`src/rtl/mul_pipe.sv`:
```
// mul_pipe: STAGES-deep multiply pipeline for the EX path with valid/ready
// back-pressure from writeback, synchronous flush and MUL/MULH/MULHU/MULHSU select.
// Ports:
//   clk_i, rst_i              clock, asynchronous active-high reset
//   valid_i / ready_o         issue handshake
//   op_i, wr_reg_i, a_i, b_i  operation, destination register, operands
//   flush_i                   kill all in-flight and same-cycle ops
//   stage_valid_o             bit k-1 = stage k holds a valid op
//   stage_wr_reg_o            slice k-1 = stage k destination register
//   wb_is_next_cycle_o        a result becomes valid next cycle
//   result_valid_o / result_ready_i   writeback handshake
//   wr_reg_o, result_o        destination register and selected product half
module mul_pipe #(
    parameter int REGISTER_WIDTH = 5,
    parameter int DATA_WIDTH     = 32,
    parameter int STAGES         = 5
) (
    input  logic                               clk_i,
    input  logic                               rst_i,
    input  logic                               valid_i,
    output logic                               ready_o,
    input  logic [1:0]                         op_i,
    input  logic [REGISTER_WIDTH-1:0]          wr_reg_i,
    input  logic [DATA_WIDTH-1:0]              a_i,
    input  logic [DATA_WIDTH-1:0]              b_i,
    input  logic                               flush_i,
    output logic [STAGES-1:0]                  stage_valid_o,
    output logic [STAGES*REGISTER_WIDTH-1:0]   stage_wr_reg_o,
    output logic                               wb_is_next_cycle_o,
    output logic                               result_valid_o,
    input  logic                               result_ready_i,
    output logic [REGISTER_WIDTH-1:0]          wr_reg_o,
    output logic [DATA_WIDTH-1:0]              result_o
);

    localparam int PW = 2 * DATA_WIDTH;

    logic                      stall;
    logic                      advance;
    logic                      a_sext;
    logic                      b_sext;
    logic [PW-1:0]             a_ext;
    logic [PW-1:0]             b_ext;
    logic [PW-1:0]             prod;

    logic [STAGES-1:0]         valid_q;
    logic [1:0]                op_q   [STAGES];
    logic [REGISTER_WIDTH-1:0] reg_q  [STAGES];
    logic [PW-1:0]             prod_q [STAGES];

    // Operands are extended straight to the product width; the low 2*DATA_WIDTH
    // bits of that product equal those of the (DATA_WIDTH+1)-bit signed product.
    assign a_sext = op_i[0];
    assign b_sext = (op_i == 2'b01);
    assign a_ext  = {{DATA_WIDTH{a_sext & a_i[DATA_WIDTH-1]}}, a_i};
    assign b_ext  = {{DATA_WIDTH{b_sext & b_i[DATA_WIDTH-1]}}, b_i};
    assign prod   = a_ext * b_ext;

    assign stall   = valid_q[STAGES-1] & ~result_ready_i;
    assign advance = ~stall;
    assign ready_o = ~stall;

    assign wb_is_next_cycle_o = valid_q[STAGES-2] & ~stall & ~flush_i;

    assign result_valid_o = valid_q[STAGES-1];
    assign wr_reg_o       = reg_q[STAGES-1];
    assign result_o       = (op_q[STAGES-1] == 2'b00)
                          ? prod_q[STAGES-1][DATA_WIDTH-1:0]
                          : prod_q[STAGES-1][PW-1:DATA_WIDTH];

    assign stage_valid_o = valid_q;

    always_comb begin
        stage_wr_reg_o = '0;
        for (int k = 0; k < STAGES; k++) begin
            stage_wr_reg_o[k*REGISTER_WIDTH +: REGISTER_WIDTH] = reg_q[k];
        end
    end

    // Flush wins over stall: valids clear even when the output is held.
    always_ff @(posedge clk_i or posedge rst_i) begin
        if (rst_i) begin
            valid_q <= '0;
        end else if (flush_i) begin
            valid_q <= '0;
        end else if (advance) begin
            valid_q <= {valid_q[STAGES-2:0], valid_i};
        end
    end

    always_ff @(posedge clk_i or posedge rst_i) begin
        if (rst_i) begin
            for (int k = 0; k < STAGES; k++) begin
                op_q[k]   <= '0;
                reg_q[k]  <= '0;
                prod_q[k] <= '0;
            end
        end else if (advance) begin
            op_q[0]   <= op_i;
            reg_q[0]  <= wr_reg_i;
            prod_q[0] <= prod;
            for (int k = 1; k < STAGES; k++) begin
                op_q[k]   <= op_q[k-1];
                reg_q[k]  <= reg_q[k-1];
                prod_q[k] <= prod_q[k-1];
            end
        end
    end

endmodule
```
`config.mk`:
```
export PLATFORM = sky130hd
export DESIGN_NAME = mul_pipe
export DESIGN_NICKNAME = d
export VERILOG_FILES = /design/src/rtl/mul_pipe.sv
export SDC_FILE = /design/constraint.sdc
export NUM_CORES = 2
export LEC_CHECK = 0
export CORE_MARGIN = 10
export CORE_UTILIZATION = 55
export CTS_CLUSTER_SIZE = 16
export DETAILED_ROUTE_END_ITERATION = 12
export GPL_TIMING_DRIVEN = 0
export PLACE_DENSITY = 0.84
export SETUP_SLACK_MARGIN = 0.5
export SLEW_MARGIN = 40
export SYNTH_ARGS = -nofsm -noshare
export SYNTH_HDL_FRONTEND = slang
export SYNTH_SLANG_ARGS = --single-unit
```
`constraint.sdc`:
```
create_clock -name clk_i -period 22.6 [get_ports clk_i]
set_input_delay 3.39 -clock clk_i [delete_from_list [all_inputs] [get_ports clk_i]]
set_output_delay 3.39 -clock clk_i [all_outputs]
set_load 0.02 [all_outputs]
```
==> results.json <==
{
  "critical_path.most_common_cell": "fa_1",
  "initial_core_util_pct": 55.7,
  "fp-row-count": 111,
  "synthDistinctLibCells": 70,
  "finalCriticalPeriod_ns": 12.56,
  "drc": 0,
  "utilization_pct": 60.2,
  "postSynth.asyncResetShare_pct": 100,
  "finalCritPeriodShare_pct": 55.6,
  "gr-usage-all-layers_pct": 32.4,
  "tritoncts": "built",
  "cts.reportedPaths.clkPinSlew_ns": 0.07,
  "critPathCapture": "prod_q[315]",
  "clk-insertion-delay-late_ns": 0.57,
  "fmaxAchievable_mhz": 79.6,
  "synth_seq_area_share_pct": 17.6,
  "hold_path_startpoint": "prod_q[48]",
  "drt-initial-drc-count": 3709,
  "rrSetupSlack_ns": 19.56,
  "final_max_slew_viol_count": 0,
  "cp_slowest_cell": "fa_2",
  "dieHeight_um": 325,
  "dp_hpwl_mm": 144,
  "path_class": "primary input to flop",
  "die_width_um": 325,
  "weighted_congestion_at_the_end_of_routability_driven_global_placement": 1.08,
  "synth_top_area_share_pct": 43.9,
  "critical_path.max_fanout": 10,
  "min-delay-path-class": "flop to flop",
  "root_buffer": "clkbuf_16",
  "required_ns": 23.04,
  "worstSetupStartpointType": "primary input",
  "gr-total-overflow": 0,
  "synth.cell_area_mm2": 0.0513,
  "route.detailed.vias_per_inst": 5.54,
  "postSynthCellCount": 5681,
  "slew-limit-headroom_pct": 34.2,
  "routed_wl_mm": 171,
  "synthDominantAreaCellType": "fa_1",
  "worstSetupEndpointType": "flop",
  "h-tree-depth": 1,
  "status": "completed",
  "cap_violations": 0,
  "synthesis.area_per_instance_um2": 9.02,
  "antenna_found_initial": 11,
  "timing_hold_violations_final": 0,
  "cts.repair.resized": 0,
  "area_delta_synth_final_pct": 8.16,
  "yosys_register_bits": 360,
  "fin_nets": 7274,
  "finalSetupTns_ns": 0,
  "yosysWarnings": 0,
  "final.fill_count": 7841,
  "post_route_cells_drive_above_1_share_pct": 2.75,
  "routed_wire_length_per_instance_um": 23.9,
  "finalSetupViolCount": 0,
  "regToRegStartpoint": "stage_valid_o[4]",
  "holdBufCountCts": 0,
  "worst_pin_slew_ns": 0.987,
  "layout.cells.most_common": "nand2_1",
  "route.vias.total": 39562,
  "ant_nets": 0,
  "synth-main-ff-cell": "dfrtp_1",
  "timing.clock.skew_ns": 0.0106,
  "grt_first_pass_wirelength_mm": 258,
  "most-common-layout-cells": "1737 x nand2_1, 1154 x inv_1, 1124 x fa_1, 360 x dfrtp_1, 265 x and2_1",
  "rsz0062_at_grt": "no",
  "numCtsBuffers": 30,
  "coreArea_mm2": 0.0921,
  "grt_pass1_vias": 42070,
  "cts-root-to-sink-buffers": 3,
  "drt_first_pass_iters": 6,
  "crit_path_largest_cell_delay_ns": 0.78,
  "place.port_buffers": 142,
  "synth-edff-count": 0,
  "grt_start_max_net_pins": 82,
  "setup.worst_path.start": "op_i[0]",
  "r2r.worst_path.cells": 7,
  "crit_path_dat_ns": 13.00,
  "ios": 146,
  "synthesized_nets": 7094,
  "crit-reg2reg-capture": "prod_q[102]",
  "die_area_mm2": 0.106,
  "cts_num_sinks": 360,
  "post-cts-setup-buffer-count": 0,
  "synth_area_leaders": "fa_1 44%, dfrtp_1 18%, nand2_1 13%, inv_1 8.5%, ha_1 5.2%"
}
worst min path at each step:
stage                        to  depth (start not counted)
floorplan             prod_q[0]                          2
global placement      prod_q[6]                          2
detailed placement    prod_q[1]                          2
CTS                 prod_q[128]                          2
global route        prod_q[168]                          2
finish               prod_q[48]                          2
state kept, by name (all words and copies together) (netlist names):
register	flops
stage_wr_reg_o	20
op_q	10
prod_q	320
stage_valid_o	5
wr_reg_o	5
layer usage:
metal	share of wire, %	vias up	track usage [%]	wire, um
li1	-	16726	-	-
met1	36	20020	39.0	61100
met2	44	2254	50.0	74800
met3	13	552	11.0	21800
met4	7.6	10	19.6	13000
met5	0.040	-	0	68
synthesized netlist by cell type (all sizes together) (4+ instances only):
library cell / count
mux2: 32
o21bai: 6
o211ai: 8
and2: 265
and3: 26
nor3: 7
ha: 212
nand2b: 8
clkbuf: 288
a21oi: 93
nand3: 20
o21ai: 55
dfrtp: 360
a211oi: 9
xor2: 22
o31ai: 4
nand2: 1737
a21o: 28
inv: 1156
a31oi: 4
nand4: 9
buf: 12
or2: 8
fa: 1125
nor2: 85
xnor2: 50
nor2b: 8
cells by family (layout without fill, tap and decap cells):
family | count (synthesis) | in the layout | synth area share [%]
compound gates | 235 | 235 | 2.87
xor+xnor | 72 | 72 | 1.23
fa+ha+maj | 1337 | 1337 | 49.1
buf+inv | 1457 | 1659 | 10.7
flops | 360 | 360 | 17.6
mux | 33 | 33 | 0.723
other cells | 0 | 12 | 0
simple gates | 2187 | 2187 | 17.8
worst max-delay path, delay by kind of cell:
family	cells	cell delay, ns
AOI/OAI and AO/OA	7	1.81
xor gates and xnor gates	1	0.23
adders and majority gates	9	4.96
buffers and inverters	7	2.06
and+or+nand+nor	3	0.53
stage by stage:
| stage | hold slack [ns] | worst slack [ns] | cells | instance area [um^2] |
|---|---|---|---|---|
| floorplan | 0.433 | 9.22 | 5681 | 51300 |
| finish | 0.465 | 10.04 | 7138 | 55400 |
| global placement | 0.444 | 5.65 | 7066 | 54200 |
| CTS | 0.465 | 10.22 | 7126 | 55400 |
| global route | 0.484 | 9.77 | 7126 | 55400 |
| detailed placement | 0.450 | 9.64 | 7072 | 54400 |
area by class of cell:
type	instances	area, um^2	share of cell area (%)
inverter	1157	4350	7.85
multi-input combinational	3864	36800	66.3
clock inverter	8	67.6	0.122
tap	1243	1560	2.81
timing repair buffer	148	1560	2.81
sequential	360	9010	16.2
antenna	12	30.0	0.0542
buffer	300	1210	2.18
clock buffer	46	902	1.63
Power is not shown: default switching activity piles up to over one toggle a cycle in this logic, so the estimate is an artifact.
